## src/rtl/mux_8to1_rr_pkg.sv

```systemverilog
// mux_pkg: shared state type, default sizes and the round-robin pick helper
// used by the mux_8to1_rr gathering mux.
package mux_pkg;
    typedef enum logic {IDLE, LOCKED} state_t;
    localparam int N_CH_DEF   = 8;
    localparam int DATA_W_DEF = 8;
    localparam int MAX_CH     = 16;
    // One-hot grant for the first valid channel after last_grant, wrapping at n.
    function automatic logic [MAX_CH-1:0] rr_pick(input logic [MAX_CH-1:0] valid,
                                                  input logic [3:0] last_grant, input int n);
        logic [MAX_CH-1:0] g;
        logic [3:0] idx;
        g = '0;
        for (int k = 1; k <= MAX_CH; k++) begin
            idx = 4'((int'(last_grant) + k) % n);
            if (k <= n && g == '0 && valid[idx]) g[idx] = 1'b1;
        end
        return g;
    endfunction
endpackage

```

## src/rtl/mux_8to1_rr_arbiter.sv

```systemverilog
// rr_arbiter: combinational round-robin grant plus the registered last-grant
// pointer, which moves to the granted channel whenever a beat is accepted.
module rr_arbiter import mux_pkg::*; #(
    parameter int  N_CH  = N_CH_DEF,
    localparam int SEL_W = $clog2(N_CH)
) (
    input  logic             clk,
    input  logic             rst_n,
    input  logic [N_CH-1:0]  req,
    input  logic             advance,
    output logic [N_CH-1:0]  grant,
    output logic [SEL_W-1:0] grant_idx
);
    logic [SEL_W-1:0]  ptr_q, ptr_d;
    logic [MAX_CH-1:0] req_w, pick;
    always_comb begin
        req_w = '0;
        req_w[N_CH-1:0] = req;
        pick = rr_pick(req_w, 4'(ptr_q), N_CH);
        grant = pick[N_CH-1:0];
        grant_idx = '0;
        for (int i = 0; i < MAX_CH; i++) if (pick[i]) grant_idx = SEL_W'(i);
        ptr_d = advance ? grant_idx : ptr_q;
    end
    always_ff @(posedge clk or negedge rst_n) begin
        if (!rst_n) ptr_q <= SEL_W'(N_CH - 1);
        else        ptr_q <= ptr_d;
    end
endmodule

```

## src/rtl/mux_8to1_rr.sv

```systemverilog
// mux_8to1_rr: round-robin N:1 stream merge with packet locking on last and a
// single-entry output register tagging each beat with its source channel.
module mux_8to1_rr import mux_pkg::*; #(
    parameter int  N_CH   = N_CH_DEF,
    parameter int  DATA_W = DATA_W_DEF,
    localparam int SEL_W  = $clog2(N_CH)
) (
    input  logic                     clk,
    input  logic                     rst_n,
    input  logic [N_CH-1:0]          in_valid,
    input  logic [N_CH*DATA_W-1:0]   in_data,
    input  logic [N_CH-1:0]          in_last,
    output logic [N_CH-1:0]          in_ready,
    output logic                     out_valid,
    output logic [DATA_W-1:0]        out_data,
    output logic                     out_last,
    output logic [SEL_W-1:0]         sel,
    input  logic                     out_ready,
    output logic                     busy
);
    state_t            state_q, state_d;
    logic [SEL_W-1:0]  lock_q, lock_d, sel_q, sel_d, gidx;
    logic [DATA_W-1:0] data_q, data_d;
    logic              valid_q, valid_d, last_q, last_d;
    logic [N_CH-1:0]   req, grant;
    logic              load_en, xfer;
    // While locked only the owning channel may request, so arbitration cannot move.
    assign req     = (state_q == LOCKED) ? in_valid & (N_CH'(1) << lock_q) : in_valid;
    assign load_en = !valid_q || out_ready;
    assign xfer    = load_en && |grant;
    rr_arbiter #(.N_CH(N_CH)) u_arb (
        .clk       (clk),
        .rst_n     (rst_n),
        .req       (req),
        .advance   (xfer),
        .grant     (grant),
        .grant_idx (gidx)
    );
    always_comb begin
        valid_d = load_en ? xfer : valid_q;
        data_d  = xfer ? in_data[gidx*DATA_W +: DATA_W] : data_q;
        last_d  = xfer ? in_last[gidx] : last_q;
        sel_d   = xfer ? gidx : sel_q;
        lock_d  = (xfer && state_q == IDLE) ? gidx : lock_q;
        state_d = xfer ? (in_last[gidx] ? IDLE : LOCKED) : state_q;
    end
    always_ff @(posedge clk or negedge rst_n) begin
        if (!rst_n) begin
            state_q <= IDLE;
            lock_q  <= '0;
            valid_q <= 1'b0;
            data_q  <= '0;
            last_q  <= 1'b0;
            sel_q   <= '0;
        end else begin
            state_q <= state_d;
            lock_q  <= lock_d;
            valid_q <= valid_d;
            data_q  <= data_d;
            last_q  <= last_d;
            sel_q   <= sel_d;
        end
    end
    assign in_ready  = load_en ? grant : '0;
    assign out_valid = valid_q;
    assign out_data  = data_q;
    assign out_last  = last_q;
    assign sel       = sel_q;
    assign busy      = (state_q == LOCKED);
endmodule

```

## config.mk

```make
export PLATFORM = sky130hd
export DESIGN_NAME = mux_8to1_rr
export DESIGN_NICKNAME = d
export VERILOG_FILES = /design/src/rtl/mux_8to1_rr_pkg.sv /design/src/rtl/mux_8to1_rr_arbiter.sv /design/src/rtl/mux_8to1_rr.sv
export SDC_FILE = /design/constraint.sdc
export NUM_CORES = 1
export LEC_CHECK = 0
export ABC_AREA = 1
export CAP_MARGIN = 30
export CELL_PAD_IN_SITES_DETAIL_PLACEMENT = 0
export CELL_PAD_IN_SITES_GLOBAL_PLACEMENT = 1
export CORE_MARGIN = 4
export CORE_UTILIZATION = 29
export DETAILED_ROUTE_END_ITERATION = 16
export GPL_ROUTABILITY_DRIVEN = 0
export GPL_TIMING_DRIVEN = 0
export PLACE_DENSITY_LB_ADDON = 0.1
export SYNTH_ARGS = -nofsm -noshare
export SYNTH_HDL_FRONTEND = slang
export SYNTH_SLANG_ARGS = --single-unit
```

## constraint.sdc

```tcl
create_clock -name clk -period 5.3 [get_ports clk]
set_input_delay 0.795 -clock clk [delete_from_list [all_inputs] [get_ports clk]]
set_output_delay 0.795 -clock clk [all_outputs]
set_load 0.1 [all_outputs]
```

==> impl_metrics.sql <==
INSERT INTO impl_metrics (metric_group, metric, value, unit) VALUES
('cells_and_area', 'final_net_count', '907', ''),
('synth', 'synth.ff_latch_count', '20', ''),
('floorplanning', 'placeableCoreArea', '11500', 'um2'),
('cts', 'tritoncts_num_sinks', '20', ''),
('cts', 'cts_buffers', '3', ''),
('routing', 'drt-wirelength-per-cell', '16.1', 'um'),
('job', 'maxCapViolCount', '0', ''),
('timing', 'timing.final.crit_share', '123', '%'),
('worst_hold_path', 'worst_hold_path_type', 'register to register', ''),
('routing', 'drt-pass1-iter-count', '5', ''),
('cts', 'cts_tree', 'done', ''),
('grt', 'grt_max_degree', '21', ''),
('setup_path', 'max_stage_delay', '0.54', 'ns'),
('cts', 'clkSlewWorstSetupHoldPaths', '0.06', 'ns'),
('setup_path', 'slowest_stage', 'sky130_fd_sc_hd__dfstp_2', ''),
('setup_path', 'timing.critical_path.arrival', '5.70', 'ns'),
('grt', 'gr-usage-all-layers', '22.6', '%'),
('synth', 'synthTopCellsByCount', 'sky130_fd_sc_hd__nand2_1, sky130_fd_sc_hd__nand3_1, sky130_fd_sc_hd__inv_1', ''),
('placed_design', 'place_hpwl', '10.9', 'mm'),
('grt', 'grt_overflow_total', '0', ''),
('timing', 'hold_viol_final', '0', ''),
('routing', 'initialDrtViolationCount', '220', ''),
('synth', 'synth.cell_area', '3430', 'um2'),
('setup_path', 'start_kind', 'register', ''),
('timing', 'rsz0062_at_grt', 'yes', ''),
('grt', 'grt_antenna_before_repair', '0', ''),
('synth', 'syn-num-nets', '717', ''),
('timing', 'post-route-worst-setup-slack', '-1.19', 'ns'),
('run_status', 'outcome', 'complete, but fails checks', ''),
('synth', 'synthFlopType', 'sky130_fd_sc_hd__dfrtp_1', ''),
('routing', 'drtAntennaViolNets', '0', ''),
('setup_path', 'r2r_slack', '-0.98', 'ns'),
('timing', 'final.min_clock_period', '6.49', 'ns'),
('floorplanning', 'die_h', '117', 'um'),
('setup_path', 'critical_path_class', 'register to output pin', ''),
('synth', 'yosys_warnings', '0', ''),
('synth', 'synth.top_cells.by_area', 'sky130_fd_sc_hd__nand2_1, sky130_fd_sc_hd__nand3_1, sky130_fd_sc_hd__dfrtp_1', ''),
('grt', 'grt_pass1_vias', '5120', ''),
('cells_and_area', 'antenna_cells_inserted', '0', ''),
('cts', 'cts_max_path_buffers', '2', ''),
('setup_path', 'worst_r2r_startpoint', 'u_arb.ptr_q[0]', ''),
('setup_path', 'worstSetupEndpoint', 'in_ready[6]', ''),
('placed_design', 'buffer_ports.inserted', '104', ''),
('timing', 'finClkSkew', '0.00275', 'ns'),
('floorplanning', 'ioPinCount', '105', ''),
('synth', 'synth_enable_flop_cells', '0', ''),
('synth', 'avgSynthCellArea', '5.47', 'um2'),
('run_status', 'violations', 'negative setup slack', ''),
('cts', 'clkLatencyLatePin', '0.25', 'ns'),
('routing', 'vias_post_dr', '4822', ''),
('timing', 'slew_viol_final', '0', ''),
('synth', 'ys_seq_area_share', '14.7', '%'),
('synth', 'async_sr_flop_fraction', '100', '%'),
('floorplanning', 'start_util', '29.8', '%'),
('timing', 'endpoints_failing_setup', '28', ''),
('timing', 'slew_headroom', '30.7', '%'),
('floorplanning', 'die-area', '13600', 'um2'),
('setup_path', 'cp-end-kind', 'output pin', ''),
('synth', 'yosysTopAreaCell', 'sky130_fd_sc_hd__nand2_1', ''),
('synth', 'yosys.cell_count.top_type', 'sky130_fd_sc_hd__nand2_1', ''),
('setup_path', 'cp_data_required_time', '4.51', 'ns'),
('cts', 'cts.htree.levels', '1', ''),
('cts', 'post_cts_hold_buffer_count', '0', ''),
('floorplanning', 'core.rowCount', '39', ''),
('routing', 'drcViolationCount', '0', ''),
('timing', 'achievable-frequency', '0.154', 'GHz'),
('floorplanning', 'dieWidth', '117', 'um'),
('routing', 'vias_per_cell', '5.02', ''),
('setup_path', 'timing.rr.end', 'busy', ''),
('routing', 'finalWirelength', '15.4', 'mm'),
('synth', 'synthDominantCellAreaShare', '20.8', '%');
==> critical path: cells and delay by family (launching register included) <==
family                   cells  cell delay (ns)
buffers and inverters        9             1.11
adder cells (fa/ha/maj)      1             0.33
flip-flops                   1             0.54
AND/OR/NAND/NOR             32             3.20
AO/OA/AOI/OAI                2             0.27
==> layout make-up <==
type / instances / area (um2)
sequential: 20 / 505
clock inverter: 1 / 30.0
buffer: 27 / 287
tap: 143 / 179
multi-input combinational: 486 / 3260
clock buffer: 3 / 75.1
timing repair buffer: 183 / 1840
fill: 1106 / 4960
inverter: 97 / 379
==> how the worst min path moves through the flow <==
stage                           start           to  slack [ns]  cells after the start
after floorplan                 rst_n         busy        0.50                      0
after global placement         sel[2]       sel[2]        0.47                      2
after detailed placement       sel[2]       sel[2]        0.47                      2
after CTS                      sel[2]       sel[2]        0.49                      2
after global routing      out_data[7]  out_data[7]        0.54                      2
final                          sel[2]       sel[2]        0.48                      2
==> through the flow <==
step / TNS (ns) / worst slack (ns) / hold WS (ns) / utilization [%] / instance area, um2
after floorplan: -2.55 / -0.518 / 0.499 / - / 3620
after global placement: -31.96 / -2.21 / 0.472 / 42.0 / 4840
after detailed placement: -32.69 / -2.20 / 0.475 / 42.0 / 4840
after CTS: -17.29 / -0.913 / 0.489 / 53.4 / 6140
after global routing: -36.58 / -1.47 / 0.539 / 57.0 / 6560
final: -27.43 / -1.19 / 0.482 / 57.0 / 6560
==> sequential cells by signal, indices dropped and copies added (netlist names) <==
register / flops
busy: 1
out_data: 8
out_valid: 1
sel: 3
lock_q: 3
u_arb.ptr_q: 3
out_last: 1
==> metal layers <==
metal	up-vias	wire length, um	GRT usage (%)
li1	2419	-	-
met1	2222	6250	26.0
met2	150	7770	41.0
met3	31	955	5.24
met4	0	452	7.57
met5	-	0	0
==> logic make-up (layout without fill, tap and decap cells) <==
| group | after synthesis | after routing | synth area share (%) |
|---|---|---|---|
| AOI/OAI and AO/OA | 30 | 30 | 5.39 |
| adders and majority gates | 6 | 6 | 2.19 |
| buffers and inverters | 124 | 311 | 15.7 |
| DFF | 20 | 20 | 14.7 |
| and+or+nand+nor | 448 | 450 | 62.0 |
==> cell usage in the layout, fill, tap and decap left out, drive strengths merged <==
| cell | Yosys | final |
|---|---|---|
| clkdlybuf4s50 | 0 | 92 |
| or2 | 2 | 2 |
| a21boi | 2 | 2 |
| nand3 | 140 | 140 |
| ha | 6 | 6 |
| buf | 25 | 110 |
| a21oi | 15 | 15 |
| clkbuf | 2 | 7 |
| clkinv | 1 | 1 |
| nand4 | 36 | 36 |
| o21ai | 11 | 11 |
| a31oi | 1 | 1 |
| and2 | 1 | 1 |
| bufinv | 0 | 1 |
| nand3b | 2 | 2 |
| dlygate4sd2 | 0 | 4 |
| nand2 | 200 | 200 |
| clkinvlp | 0 | 1 |
| o21bai | 1 | 1 |
| dfrtp | 17 | 17 |
| nor3 | 16 | 16 |
| nor2 | 51 | 53 |
| inv | 96 | 95 |
| dfstp | 3 | 3 |
==> what timing repair did <==
| item | 4_1_cts | 5_1_grt |
|---|---|---|
| setup endpoints to repair | 28 | 28 |
| resized for setup | 228 | 60 |
| pin swaps | 81 | 59 |
| setup buffers | 61 | 13 |
| cloned | 5 | 0 |
| endpoints found under the hold margin | 0 | 0 |
Power is not shown: default switching activity piles up to over one toggle a cycle in this logic, so the estimate is an artifact.
